## config.mk

```make
export PLATFORM = sky130hd
export DESIGN_NAME = membus_arbiter_flat
export DESIGN_NICKNAME = d
export VERILOG_FILES = /design/src/rtl/membus_arbiter_if.sv /design/src/rtl/membus_arbiter.sv /design/src/flat_wrapper.sv
export SDC_FILE = /design/constraint.sdc
export NUM_CORES = 1
export LEC_CHECK = 0
export BUFFER_PORTS_ARGS = -buffer_cell sky130_fd_sc_hd__buf_2
export CAP_MARGIN = 20
export CORE_AREA = 2 2 203 205
export DETAILED_ROUTE_END_ITERATION = 10
export DIE_AREA = 0 0 205 207
export PLACE_DENSITY = 0.36
export SLEW_MARGIN = 5
export SYNTH_ARGS = -nofsm -noshare
export SYNTH_HDL_FRONTEND = slang
export SYNTH_SLANG_ARGS = --single-unit
```

## constraint.sdc

```tcl
create_clock -name clk -period 4.2 [get_ports clk]
set_clock_uncertainty 0.05 [all_clocks]
set_input_delay 0.63 -clock clk [delete_from_list [all_inputs] [get_ports clk]]
set_output_delay 0.63 -clock clk [all_outputs]
set_load 0.005 [all_outputs]
```

## src/rtl/membus_arbiter_if.sv

```systemverilog
// Bundle of the fetch, data and unified memory buses around membus_arbiter.
// master = the arbiter; slave = the requesters and memory that surround it.
interface membus_arbiter_if;
  logic [63:0] imem_addr;
  logic        imem_addr_valid;
  logic [63:0] imem_data;
  logic        imem_data_valid;

  logic [63:0] dmem_addr;
  logic [63:0] dmem_dout;
  logic [63:0] dmem_din;
  logic [1:0]  dmem_write_width;
  logic        dmem_rstrobe;
  logic        dmem_wstrobe;
  logic        dmem_cycle_complete;

  logic [63:0] mem_addr;
  logic [63:0] mem_wdata;
  logic [1:0]  mem_width;
  logic        mem_we;
  logic        mem_req;
  logic [63:0] mem_rdata;
  logic        mem_ack;
  logic        mem_owner;

  modport master (
    input  imem_addr, imem_addr_valid,
    output imem_data, imem_data_valid,
    input  dmem_addr, dmem_dout, dmem_write_width, dmem_rstrobe, dmem_wstrobe,
    output dmem_din, dmem_cycle_complete,
    output mem_addr, mem_wdata, mem_width, mem_we, mem_req, mem_owner,
    input  mem_rdata, mem_ack
  );

  modport slave (
    output imem_addr, imem_addr_valid,
    input  imem_data, imem_data_valid,
    output dmem_addr, dmem_dout, dmem_write_width, dmem_rstrobe, dmem_wstrobe,
    input  dmem_din, dmem_cycle_complete,
    input  mem_addr, mem_wdata, mem_width, mem_we, mem_req, mem_owner,
    output mem_rdata, mem_ack
  );
endinterface

```

## src/rtl/membus_arbiter.sv

```systemverilog
// Fetch/data arbiter onto one memory port, one transaction at a time.
// Define MEMBUS_ARB_FAIRNESS_EN to bound consecutive data grants while a fetch waits.
module membus_arbiter #(
  parameter int unsigned DSTREAK_MAX = 4
) (
  input logic            clk,
  input logic            rst_n,
  membus_arbiter_if.master bus
);

  typedef enum logic [1:0] {IDLE, I_BUSY, D_BUSY} state_e;

  state_e      state_q, state_d;
  logic [63:0] addr_q, addr_d;
  logic [63:0] wdata_q, wdata_d;
  logic [1:0]  width_q, width_d;
  logic        we_q, we_d;
  logic        d_req;
  logic        d_win;

  if (DSTREAK_MAX < 1 || DSTREAK_MAX > 15) begin : g_bad_dstreak
    $error("membus_arbiter: DSTREAK_MAX must be in 1..15");
  end

  assign d_req = bus.dmem_rstrobe | bus.dmem_wstrobe;

`ifdef MEMBUS_ARB_FAIRNESS_EN
  logic [3:0] streak_q, streak_d;

  // Fetch wins only once the data port has used its full streak against a waiting fetch.
  assign d_win = d_req && !(bus.imem_addr_valid && (streak_q == 4'(DSTREAK_MAX)));

  always_comb begin
    streak_d = streak_q;
    if (state_q == IDLE) begin
      if (d_win) begin
        streak_d = bus.imem_addr_valid ? streak_q + 4'd1 : '0;
      end else if (bus.imem_addr_valid) begin
        streak_d = '0;
      end
    end
  end

  always_ff @(posedge clk or negedge rst_n) begin
    if (!rst_n) begin
      streak_q <= '0;
    end else begin
      streak_q <= streak_d;
    end
  end
`else
  assign d_win = d_req;
`endif

  always_comb begin
    state_d = state_q;
    addr_d  = addr_q;
    wdata_d = wdata_q;
    width_d = width_q;
    we_d    = we_q;
    unique case (state_q)
      IDLE: begin
        if (d_win) begin
          addr_d  = bus.dmem_addr;
          wdata_d = bus.dmem_dout;
          width_d = bus.dmem_write_width;
          we_d    = bus.dmem_wstrobe;
          state_d = D_BUSY;
        end else if (bus.imem_addr_valid) begin
          addr_d  = bus.imem_addr;
          width_d = 2'd3;
          we_d    = 1'b0;
          state_d = I_BUSY;
        end
      end
      I_BUSY, D_BUSY: begin
        if (bus.mem_ack) begin
          state_d = IDLE;
        end
      end
      default: state_d = IDLE;
    endcase
  end

  always_ff @(posedge clk or negedge rst_n) begin
    if (!rst_n) begin
      state_q <= IDLE;
      addr_q  <= '0;
      wdata_q <= '0;
      width_q <= '0;
      we_q    <= 1'b0;
    end else begin
      state_q <= state_d;
      addr_q  <= addr_d;
      wdata_q <= wdata_d;
      width_q <= width_d;
      we_q    <= we_d;
    end
  end

  // Request and owner decode straight from the state register so reset drops them at once.
  assign bus.mem_req   = (state_q != IDLE);
  assign bus.mem_owner = (state_q == D_BUSY);
  assign bus.mem_addr  = addr_q;
  assign bus.mem_wdata = wdata_q;
  assign bus.mem_width = width_q;
  assign bus.mem_we    = we_q;

  assign bus.imem_data           = bus.mem_rdata;
  assign bus.dmem_din            = bus.mem_rdata;
  assign bus.imem_data_valid     = (state_q == I_BUSY) && bus.mem_ack;
  assign bus.dmem_cycle_complete = (state_q == D_BUSY) && bus.mem_ack;

endmodule

```

## src/flat_wrapper.sv

```systemverilog
// flat-port wrapper written by rule: the top's interface ports become plain ports
module membus_arbiter_flat 
#(
  parameter int unsigned DSTREAK_MAX = 4
)
  (clk, rst_n, bus_imem_addr, bus_imem_addr_valid, bus_imem_data, bus_imem_data_valid, bus_dmem_addr, bus_dmem_dout, bus_dmem_write_width, bus_dmem_rstrobe, bus_dmem_wstrobe, bus_dmem_din, bus_dmem_cycle_complete, bus_mem_addr, bus_mem_wdata, bus_mem_width, bus_mem_we, bus_mem_req, bus_mem_owner, bus_mem_rdata, bus_mem_ack);
  membus_arbiter_if bus_i ();
  input logic clk;
  input logic rst_n;
  input wire logic [$bits(bus_i.imem_addr)-1:0] bus_imem_addr;
  input wire logic [$bits(bus_i.imem_addr_valid)-1:0] bus_imem_addr_valid;
  output wire logic [$bits(bus_i.imem_data)-1:0] bus_imem_data;
  output wire logic [$bits(bus_i.imem_data_valid)-1:0] bus_imem_data_valid;
  input wire logic [$bits(bus_i.dmem_addr)-1:0] bus_dmem_addr;
  input wire logic [$bits(bus_i.dmem_dout)-1:0] bus_dmem_dout;
  input wire logic [$bits(bus_i.dmem_write_width)-1:0] bus_dmem_write_width;
  input wire logic [$bits(bus_i.dmem_rstrobe)-1:0] bus_dmem_rstrobe;
  input wire logic [$bits(bus_i.dmem_wstrobe)-1:0] bus_dmem_wstrobe;
  output wire logic [$bits(bus_i.dmem_din)-1:0] bus_dmem_din;
  output wire logic [$bits(bus_i.dmem_cycle_complete)-1:0] bus_dmem_cycle_complete;
  output wire logic [$bits(bus_i.mem_addr)-1:0] bus_mem_addr;
  output wire logic [$bits(bus_i.mem_wdata)-1:0] bus_mem_wdata;
  output wire logic [$bits(bus_i.mem_width)-1:0] bus_mem_width;
  output wire logic [$bits(bus_i.mem_we)-1:0] bus_mem_we;
  output wire logic [$bits(bus_i.mem_req)-1:0] bus_mem_req;
  output wire logic [$bits(bus_i.mem_owner)-1:0] bus_mem_owner;
  input wire logic [$bits(bus_i.mem_rdata)-1:0] bus_mem_rdata;
  input wire logic [$bits(bus_i.mem_ack)-1:0] bus_mem_ack;
  assign bus_i.imem_addr = bus_imem_addr;
  assign bus_i.imem_addr_valid = bus_imem_addr_valid;
  assign bus_imem_data = bus_i.imem_data;
  assign bus_imem_data_valid = bus_i.imem_data_valid;
  assign bus_i.dmem_addr = bus_dmem_addr;
  assign bus_i.dmem_dout = bus_dmem_dout;
  assign bus_i.dmem_write_width = bus_dmem_write_width;
  assign bus_i.dmem_rstrobe = bus_dmem_rstrobe;
  assign bus_i.dmem_wstrobe = bus_dmem_wstrobe;
  assign bus_dmem_din = bus_i.dmem_din;
  assign bus_dmem_cycle_complete = bus_i.dmem_cycle_complete;
  assign bus_mem_addr = bus_i.mem_addr;
  assign bus_mem_wdata = bus_i.mem_wdata;
  assign bus_mem_width = bus_i.mem_width;
  assign bus_mem_we = bus_i.mem_we;
  assign bus_mem_req = bus_i.mem_req;
  assign bus_mem_owner = bus_i.mem_owner;
  assign bus_i.mem_rdata = bus_mem_rdata;
  assign bus_i.mem_ack = bus_mem_ack;
  membus_arbiter #(.DSTREAK_MAX(DSTREAK_MAX)) u_core (.clk(clk), .rst_n(rst_n), .bus(bus_i));
endmodule
```

=== After elaboration in Yosys (flattened, before gate mapping) ===
Index checks and enable logic that the tools add are counted.

* Logic and storage cells: 29
* Input port bits: 264
* Flip-flop bits (word level): 133

* Multiplexer cells: 10
* Equal/unequal tests: 4
* Reduce and logical (&&, ||, !) cells: 9
* Bitwise operators: 1

{| class="wikitable"
|+ Operators with widths
! cell !! number
|-
| 64-bit two-way mux || 2
|-
| 2-bit two-way mux || 5
|-
| 2-bit AND reduction || 3
|-
| 2-bit case mux with 2 select lines || 1
|-
| 2-bit nonzero test || 2
|-
| 3-bit by 2-bit != test with 1-bit output (second input constant) || 1
|-
| 2-bit by 1-bit == test with 1-bit output (second input constant) || 1
|-
| 2-bit == test (second input constant) || 1
|-
| 1-bit logical AND || 2
|-
| 2-bit logical NOT || 1
|-
| 1-bit two-way mux || 2
|-
| 2-bit != test (second input constant) || 1
|-
| 2-bit OR reduction || 1
|-
| 1-bit bitwise OR || 1
|}

=== Logic depth before layout (Yosys ltp) ===
Gate-level depths: netlist (run 1).

* Depth in word-level cells: 4
* Mapped depth: 8
* Gate-level depth less buffers: 5

=== Worst setup path after synthesis (run 1) ===
OpenSTA, ideal clock, no wires.

* Path type: in2reg
* Start: input bus_dmem_wstrobe
* End: register u_core.wdata_q[36] (netlist: u_core.bus.mem_wdata[36])
* Arrival time: 1.474 ns
* Path buffers: 2
* Setup time: 0.127 ns
* Stages: 4
* Slack: 2.548 ns
* Cell sequence: o21ai_1 > buf_4 > buf_6 > mux2_1

* Longest elaborated chain between the ends: 2

{| class="wikitable"
|+ RTL lines
! element !! RTL line !! text
|-
| start, declared || flat_wrapper.sv:18 || <nowiki>input wire logic [$bits(bus_i.dmem_wstrobe)-1:0] bus_dmem_wstrobe;</nowiki>
|-
| 1-bit bitwise OR || membus_arbiter.sv:25 || <nowiki>assign d_req = bus.dmem_rstrobe | bus.dmem_wstrobe;</nowiki>
|-
| 2-bit AND reduction (no source line) || - ||
|-
| end signal, assigned || membus_arbiter.sv:95 || <nowiki>wdata_q <= wdata_d;</nowiki>
|-
| end, declared || membus_arbiter.sv:15 || <nowiki>logic [63:0] wdata_q, wdata_d;</nowiki>
|}

Every way passes these cells.
A chain may end at the register's enable or synchronous reset.

=== Worst setup path after layout (run 1) ===
* Start: register u_core.state_q[0]
* End: output bus_mem_req

* Longest elaborated chain between the ends: 1

{| class="wikitable"
|+ RTL lines
! element !! RTL line !! text
|-
| start, declared || membus_arbiter.sv:13 || <nowiki>state_e state_q, state_d;</nowiki>
|-
| start signal, assigned || membus_arbiter.sv:93 || <nowiki>state_q <= state_d;</nowiki>
|-
| 2-bit nonzero test || membus_arbiter.sv:102 || <nowiki>assign bus.mem_req = (state_q != IDLE);</nowiki>
|-
| end, declared || flat_wrapper.sv:25 || <nowiki>output wire logic [$bits(bus_i.mem_req)-1:0] bus_mem_req;</nowiki>
|}

Every way passes these cells.

==> results of run 1 <==
## kinds of logic after synthesis
group	Yosys count	synth area share
adder cells (fa/ha/maj)	3	0.00574
AND/OR/NAND/NOR	72	0.0428
flip-flops	133	0.509
AO/OA/AOI/OAI	73	0.0583
buffers and inverters	160	0.177
multiplexers	128	0.208
## layer usage
layer | global-route usage | up-vias | part of all wire
li1 | - | 2200 | -
met4 | 0.0387 | 0 | 0.020
met3 | 0.0392 | 32 | 0.080
met5 | 0 | - | 0
met1 | 0.107 | 2173 | 0.41
met2 | 0.154 | 208 | 0.49
## per-stage QoR
step	instances	instance area (sq um)	hold slack (ns)	power [mW]
CTS	1320	8500	0.192	6.27
detailed placement	1289	7880	0.419	4.56
global route	1320	8500	0.217	6.60
finish	1320	8500	0.181	6.08
global placement	1289	7880	0.408	4.55
floorplan	569	6550	0.284	3.56
## area by class of cell
cell class / instances / area, sq um
Inverter: 4 / 15.0
Clock inverter: 12 / 176
Timing Repair Buffer: 344 / 1780
Multi-Input combinational cell: 276 / 2090
Sequential cell: 133 / 3330
Clock buffer: 19 / 453
Tap cell: 532 / 666
Fill cell: 4481 / 31900
## final timing paths
kind	cells past startpoint	slack (ns)	to
setup / recovery	4	1.98	bus_mem_req
hold / removal	1	0.18	u_core.bus.mem_wdata[3]
min in group clk	2	0.36	u_core.bus.mem_wdata[51]
max in group asynchronous	2	3.09	u_core.bus.mem_wdata[58]
setup reg to reg	5	2.27	u_core.bus.mem_addr[5]
hold reg to reg	2	0.42	u_core.bus.mem_addr[20]
## state kept, by name, indices dropped and copies added, names as in the netlist
signal	count
u_core.state_q	2
u_core.bus.mem_wdata	64
u_core.bus.mem_we	1
u_core.bus.mem_width	2
u_core.bus.mem_addr	64
## synthesized netlist by cell type
master	number
nor2b_1	1
buf_2	12
mux2_2	37
and2_1	2
buf_4	135
o21ai_0	25
dfrtp_1	133
clkbuf_2	3
o22ai_1	1
o22a_1	2
mux2i_1	64
ha_1	3
buf_6	4
o21ai_1	40
o31ai_2	1
nor2_1	1
a21oi_1	4
nand2b_1	1
inv_1	4
clkbuf_1	2
mux2_1	27
nand2_1	67
## where the power goes
group	switching (mW)	internal, mW	leakage, nW
combinational	1.13	1.08	2.20
clock	0.615	1.02	0.306
sequential	0.301	1.94	1.59
## critical path: cells and delay by family (launching register included)
| kind | cells | cell delay, ns |
|---|---|---|
| flops | 1 | 0.38 |
| fa+ha+maj | 1 | 0.37 |
| buf+inv | 3 | 0.36 |
==> out/metrics.yaml, run 1 <==
place_congestion: 0.730
die_w_microns: 205
critPathCaptureType: "primary output"
cts_hold_buf: 0
postRouteAntennaNets: 0
fin_tns_setup_ns: 0
setup_violations: 0
ys_seq_elements: 133
wl_per_cell_microns: 15.0
synth_cell_types: 22
cts.path.max_buffers: 2
dp_slack_ns: 1.63
via_count: 4613
clk_root_buffer_cell: "clkbuf_16"
start_kind: "flip-flop"
path_clk_slew_ns: 0.07
worstMarginPinSlew_ns: 0.842
drive_gt1_frac: 0.527
pin_count: 527
final_core_util: 0.211
grt_pass1_wl_microns: 29700
seq_area_frac_synth: 0.509
pwr_density_cell_mw_per_mm2: 715
reg2reg_from: "u_core.state_q[0]"
rows: 74
drv_cap: 0
final_common_cell: "buf_2"
fin_crit_ns: 2.22
cp_slowest_cell: "dfrtp_1"
max_slew_margin: 0.437
fp.dieArea_sq_mm: 0.0424
cts_setup_buffers: 0
rsz0062_at_grt: "no"
via_per_inst: 3.49
critical_path_class: "flip-flop to primary output"
clock-sinks: 133
fin_ws_ns: 1.98
synth_top_area_share: 0.509
cp_common_cell: "inv_1"
layout.nets: 1043
power_leakage_nw: 4.09
die_h_microns: 207
core_area_sq_mm: 0.0404
clock.fmax_ghz: 0.451
post-dp-hpwl_microns: 15000
netlist_area_sq_mm: 0.00655
post-route-period-util: 0.528
drc: 0
slew_viol_final: 0
numPortBuffers: 334
syn-num-nets: 836
cts_tree: "built"
ir_drop_mv: 0.329
n_antenna_cell: 0
drt-initial-drc-count: 101
cts_buffers: 17
start_util: 0.162
cts-htree-levels: 4
path_max_fanout: 6
wirelength_microns: 19800
hold_violations: 0
synth_largest_area_cell: "dfrtp_1"
worst_ep_arrival_time_ns: 1.54
synthCells: 569
overflow: 0
ys.warnings.count: 0
synth.area.top_cells: "dfrtp_1, buf_4, mux2i_1, mux2_2, mux2_1"
hp-class: "input pin to asynchronous set/reset pin"
status: "complete, no violations"
post_cts_resized: 0
path_cells: "inv_1 > ha_1 > inv_1 > buf_2"
mostFrequentLayoutCells: "buf_2, dfrtp_1, nand2_1, mux2i_1, o21ai_1"
critical_path_required_ns: 3.52
antenna_found_initial: 0
grt_start_max_net_pins: 81
grt_usage: 0.0939
syn2layout_area_growth_pct: 29.9
cpPeakStageDelay_ns: 0.38
synth_area_per_cell_sq_um: 11.5
clk_latency_ns: 0.43
grt_pass1_vias: 4981
first_pass_iters: 4
crit_path_start: "u_core.state_q[0]"
No activity file was read; power rests on OpenSTA's default activity.
==> inputs of run 2 (changes only) <==
- CORE_AREA: 2 2 203 205 -> 2 2 207 209
- DIE_AREA: 0 0 205 207 -> 0 0 209 211
- clock period: 4.2 -> 2 ns (I/O delays scaled with it)
==> run 2 against run 1 <==
Compared with the run above:
- hold slack got worse by 0.14 ns
- clock power grew 100%
- die area is 3.9% higher
- final area up 6.0%
- critical path depth unchanged
- global-route usage fell by 0.36 points
- non-clock buffer count rose by 49
- wire length rose by 0.41%
- core utilization increased by 0.53 points
- via count grew 4.2%
- clock-buffer cell count fell by 1
- final cell count up 4.4%
- critical path type unchanged
- highest routed layer unchanged
==> out/metrics.yaml, run 2 (synthesized netlist as in run 1, its figures left out) <==
status: "complete, no violations"
path_cells: "inv_1 > ha_1 > inv_1 > buf_2"
clockPowerShare: 0.258  # -0.011
clock.fmax_ghz: 0.529
grt_start_max_net_pins: 74  # -8.6%
slew_viol_final: 0  # unchanged
fin_tns_setup_ns: 0  # unchanged
post-dp-hpwl_microns: 15000  # -0.38%
hold_violations: 0  # unchanged
wirelength_microns: 19800  # +0.41%
post-route-period-util: 0.946
core_area_sq_mm: 0.0418  # +3.4%
start_util: 0.157  # -0.00540
setup_violations: 0  # unchanged
seqPwrFrac: 0.367  # about the same
clk_root_buffer_cell: "clkbuf_16"
via_per_inst: 3.49  # -0.22%
start_kind: "flip-flop"
cts-htree-levels: 4  # unchanged
place_congestion: 0.674  # -7.7%
fin_crit_ns: 1.89
cell_internal_pwr_mw: 8.36  # +110%
cp_top_family: "flip-flops"
numPortBuffers: 334  # unchanged
pin_count: 527  # unchanged
max_slew_margin: 0.648  # +0.211
cts_setup_buffers: 0  # unchanged
grt_pass1_vias: 5087  # +2.1%
clock-sinks: 133  # unchanged
overflow: 0  # unchanged
path_clk_slew_ns: 0.07  # about the same
die_w_microns: 209  # +2.0%
ir_drop_mv: 0.488  # +49%
rsz0062_at_grt: "no"
cts_tree: "built"
min_from: "bus_dmem_dout[17]"
power_frac_comb: 0.376  # +0.013
grt_usage: 0.0903  # -0.00361
layout.nets: 1092  # +4.7%
critical_path_class: "flip-flop to primary output"
grt_pass1_wl_microns: 29600  # -0.23%
wl_per_cell_microns: 14.4  # -3.8%
worst-path-buf-inv: 3  # unchanged
drv_cap: 0  # unchanged
drt-initial-drc-count: 94  # -6.9%
clk_latency_ns: 0.44  # about the same
sw_frac_of_total: 0.346  # +0.0101
final_cells: 1378  # +4.4%
crit_path_start: "u_core.state_q[0]"
cpPeakStageDelay_ns: 0.39  # about the same
power_leakage_nw: 4.30  # +4.9%
p_switching_mw: 4.43  # +120%
drive_gt1_frac: 0.498  # -0.0290
hp-class: "input pin to flip-flop"
worstMarginPinSlew_ns: 0.525  # -0.317 ns
mostFrequentLayoutCells: "buf_2, dfrtp_1, nand2_1, mux2i_1, dlygate4sd3_1"
postRouteAntennaNets: 0  # unchanged
cts_buffers: 17  # unchanged
path_max_fanout: 6  # unchanged
syn2layout_area_growth_pct: 37.8
nFillCells: 4602  # +2.7%
first_pass_iters: 4  # unchanged
die_h_microns: 211  # +1.9%
place_inst: 1298  # +0.70%
via_count: 4805  # +4.2%
cp_common_cell: "inv_1"
pwr_density_cell_mw_per_mm2: 1420  # +98%
fp.dieArea_sq_mm: 0.0441  # +3.9%
critical_path_required_ns: 1.65  # -1.87 ns
final_common_cell: "buf_2"
antenna_found_initial: 0  # unchanged
reg2reg_from: "u_core.state_q[0]"
cts.path.max_buffers: 2  # unchanged
worst_ep_arrival_time_ns: 1.54  # about the same
rows: 75  # +1.4%
post_cts_resized: 0  # unchanged
critPathCaptureType: "primary output"
drc: 0  # unchanged
cp_slowest_cell: "dfrtp_1"
## run 2: cell count changes in the layout (fill, tap and decap cells not counted), moves of 3 or more
cell,delta
dlygate4sd3_1,+47
buf_12,+4
inv_6,+3
clkinv_2,-3
## run 2: stage by stage
stage	utilization	total power [mW]	setup slack [ns]	hold WS, ns	cell area, sq um
3_5_place_dp	0.190	9.65	0.161	0.194	7950
6_report	0.216	12.8	0.108	0.0374	9020
2_1_floorplan	-	7.48	0.383	-0.0456	6550
5_1_grt	0.216	13.9	0.0196	0.00895	9010
4_1_cts	0.216	13.2	0.0832	0.000545	9010
3_3_place_gp	0.190	9.59	0.205	0.199	7950
## run 2: power by group through the flow
stage | registers, mW | logic [mW] | clock network (mW)
6_report | 4.69 | 4.80 | 3.29
5_1_grt | 4.88 | 5.39 | 3.59
4_1_cts | 4.71 | 4.97 | 3.50
3_5_place_dp | 4.74 | 4.91 | 0
3_3_place_gp | 4.72 | 4.88 | 0
2_1_floorplan | 4.88 | 2.60 | 0
## run 2: metal layers
layer | track usage | share of wire
met5 | 0 | 0
met4 | 0.0530 | 0.036
met3 | 0.0382 | 0.080
met2 | 0.147 | 0.48
met1 | 0.0989 | 0.40
## run 2: cell type report
class | instances | area [sq um] | area share
diodes | 1 | 2.50 | 0.000278
clock buffers | 18 | 429 | 0.0476
clock inverters | 14 | 166 | 0.0185
inverters | 4 | 15.0 | 0.00167
multi-input cells | 276 | 2090 | 0.232
flip-flops and latches | 133 | 3330 | 0.369
well taps | 539 | 674 | 0.0748
repair buffers | 393 | 2310 | 0.257
## run 2: worst paths after layout
kind	endpoint	slack [ns]	depth (start not counted)
worst max-delay path	bus_mem_req	0.11	4
worst max register to register	u_core.bus.mem_wdata[40]	0.13	5
min in group asynchronous	u_core.bus.mem_wdata[43]	0.29	2
worst min register to register	u_core.bus.mem_addr[49]	0.42	2
worst min-delay path	u_core.bus.mem_wdata[17]	0.04	2
max in group asynchronous	u_core.bus.mem_addr[15]	0.96	3
## run 2: worst reg2reg max path: cells and delay by family, from the launching register on
kind                     cells  cell delay, ns
flip-flops                   1            0.39
multiplexers                 1            0.37
adder cells (fa/ha/maj)      1            0.36
buffers and inverters        2            0.35
AO/OA/AOI/OAI                1            0.24
## run 2: what timing repair did
action,4_1_cts,5_1_grt
endpoints found under the setup margin,0,0
endpoints found under the hold margin,83,0
hold buffers,47,0
==> inputs of run 3 (changes only) <==
- CORE_AREA: 2 2 207 209 -> 2 2 203 205
- DIE_AREA: 0 0 209 211 -> 0 0 205 207
- clock period: 2 -> 2.3 ns (I/O delays scaled with it)
==> run 3 against run 2 <==
Compared with the run above:
- critical path depth stayed put
- hold slack better by 0.028 ns
- global-route usage up 0.31 points
- via count is 4.0% lower
- clock power down 17%
- non-clock buffer count is 46 lower
- sequential power shrank 13%
- combinational power down 14%
- register-to-register slack improved by 0.31 ns
- largest cell class unchanged
==> out/metrics.yaml, run 3 (synthesized netlist as in run 1, its figures left out) <==
worst-path-buf-inv: 3  # unchanged
cts-htree-levels: 4  # unchanged
start_util: 0.162  # +0.00540
critPathCaptureType: "primary output"
power_frac_comb: 0.379  # +0.003
multi_input_area_sq_mm: 0.00209  # unchanged
die_w_microns: 205  # -1.9%
cell_internal_pwr_mw: 7.17  # -14%
hold_violations: 0  # unchanged
ff_latch_area_sq_mm: 0.00333  # unchanged
reg2reg_from: "u_core.state_q[0]"
path_clk_slew_ns: 0.07  # about the same
cp_top_family: "buffers and inverters"
min_from: "bus_dmem_dout[42]"
crit_path_start: "u_core.state_q[0]"
drt-initial-drc-count: 121  # +29%
worstMarginPinSlew_ns: 0.699  # +0.174 ns
place_area_sq_mm: 0.00794  # -0.11%
layout.nets: 1046  # -4.2%
path_max_fanout: 6  # unchanged
start_kind: "flip-flop"
clockPowerShare: 0.248  # -0.010
path_cells: "inv_1 > ha_1 > inv_1 > buf_2"
wl_per_cell_microns: 14.7  # +2.1%
post_cts_resized: 0  # unchanged
post-dp-hpwl_microns: 15100  # +0.97%
worst_ep_arrival_time_ns: 1.57  # +0.03 ns
grt_start_max_net_pins: 85  # +15%
hold_slack_ns: 0.0655  # +0.0281 ns
wirelength_microns: 19400  # -1.9%
antenna_found_initial: 0  # unchanged
slew_viol_final: 0  # unchanged
clk_latency_ns: 0.43  # about the same
seqPwrFrac: 0.373  # +0.006
fin_area_sq_mm: 0.00853  # -5.5%
post-route-period-util: 0.853
n_antenna_cell: 0  # -1
fp.dieArea_sq_mm: 0.0424  # -3.8%
critical_path_class: "flip-flop to primary output"
nFillCells: 4490  # -2.4%
core_area_sq_mm: 0.0404  # -3.3%
cpPeakStageDelay_ns: 0.38  # about the same
postRouteAntennaNets: 0  # unchanged
die_h_microns: 207  # -1.9%
cts_setup_buffers: 0  # unchanged
drc: 0  # unchanged
power_leakage_nw: 4.09  # -4.7%
final_common_cell: "buf_2"
cp_slowest_cell: "dfrtp_1"
status: "complete, no violations"
place_congestion: 0.714  # +6.0%
rows: 74  # -1.3%
mostFrequentLayoutCells: "buf_2, dfrtp_1, nand2_1, mux2i_1, o21ai_1"
max_slew_margin: 0.534  # -0.114
drive_gt1_frac: 0.527  # +0.0289
syn2layout_area_growth_pct: 30.3
drv_cap: 0  # unchanged
clock-sinks: 133  # unchanged
grt_usage: 0.0934  # +0.00310
hp-class: "input pin to flip-flop"
grt_pass1_wl_microns: 29500  # -0.35%
clk_root_buffer_cell: "clkbuf_16"
via_per_inst: 3.48  # about the same
fin_tns_setup_ns: 0  # unchanged
cts_tree: "built"
cts.path.max_buffers: 2  # unchanged
cp_common_cell: "inv_1"
overflow: 0  # unchanged
grt_pass1_vias: 5003  # -1.7%
pin_count: 527  # unchanged
p_total_mw: 11.0  # -14%
ir_drop_mv: 0.478  # -2.2%
setup_violations: 0  # unchanged
sw_frac_of_total: 0.346  # -0.000647
first_pass_iters: 4  # unchanged
numPortBuffers: 334  # unchanged
critical_path_required_ns: 1.90  # +0.25 ns
rsz0062_at_grt: "no"
p_switching_mw: 3.79  # -14%
pwr_density_cell_mw_per_mm2: 1290  # -9.4%
clock.fmax_ghz: 0.510
cts_buffers: 17  # unchanged
via_count: 4614  # -4.0%
fin_crit_ns: 1.96
-- run 3: metal layers --
metal	part of all wire	GRT usage	wire length (microns)	up-vias
li1	-	-	-	2204
met1	0.41	0.107	7920	2158
met2	0.49	0.150	9490	218
met3	0.083	0.0385	1610	34
met4	0.022	0.0439	429	0
met5	0	0	0	-
-- run 3: worst paths after layout --
| kind | endpoint | slack, ns | cells past startpoint |
|---|---|---|---|
| min in group asynchronous | u_core.bus.mem_wdata[38] | 0.40 | 3 |
| worst max-delay path | bus_mem_req | 0.34 | 4 |
| worst max register to register | u_core.bus.mem_wdata[31] | 0.44 | 5 |
| worst min register to register | u_core.bus.mem_addr[49] | 0.43 | 2 |
| max in group asynchronous | u_core.bus.mem_addr[19] | 1.28 | 3 |
| worst min-delay path | u_core.bus.mem_wdata[42] | 0.07 | 2 |
-- run 3: what timing repair did --
action	4_1_cts	5_1_grt
setup endpoints to repair	0	0
hold endpoints to repair	133	0
hold buffers	1	0
-- run 3: layout make-up --
type,count,share of cell area
clock buffers,20,0.0536
multi-input cells,276,0.245
well taps,532,0.0781
flip-flops and latches,133,0.390
inverters,4,0.00176
clock inverters,12,0.0139
repair buffers,347,0.217
-- run 3: power groups by stage --
stage,combinational [mW],clock (mW),sequential [mW]
2_1_floorplan,2.26,0,4.24
3_3_place_gp,4.31,0,4.11
3_5_place_dp,4.34,0,4.12
4_1_cts,4.33,2.86,4.11
5_1_grt,4.70,2.95,4.26
6_report,4.15,2.72,4.08
-- run 3: stage by stage --
stage               cells   util  setup slack [ns]
finish               1324  0.211             0.338
global route         1324  0.211             0.181
CTS                  1324  0.211             0.285
detailed placement   1291  0.197             0.188
global placement     1291  0.197             0.244
floorplan             569      -             0.683
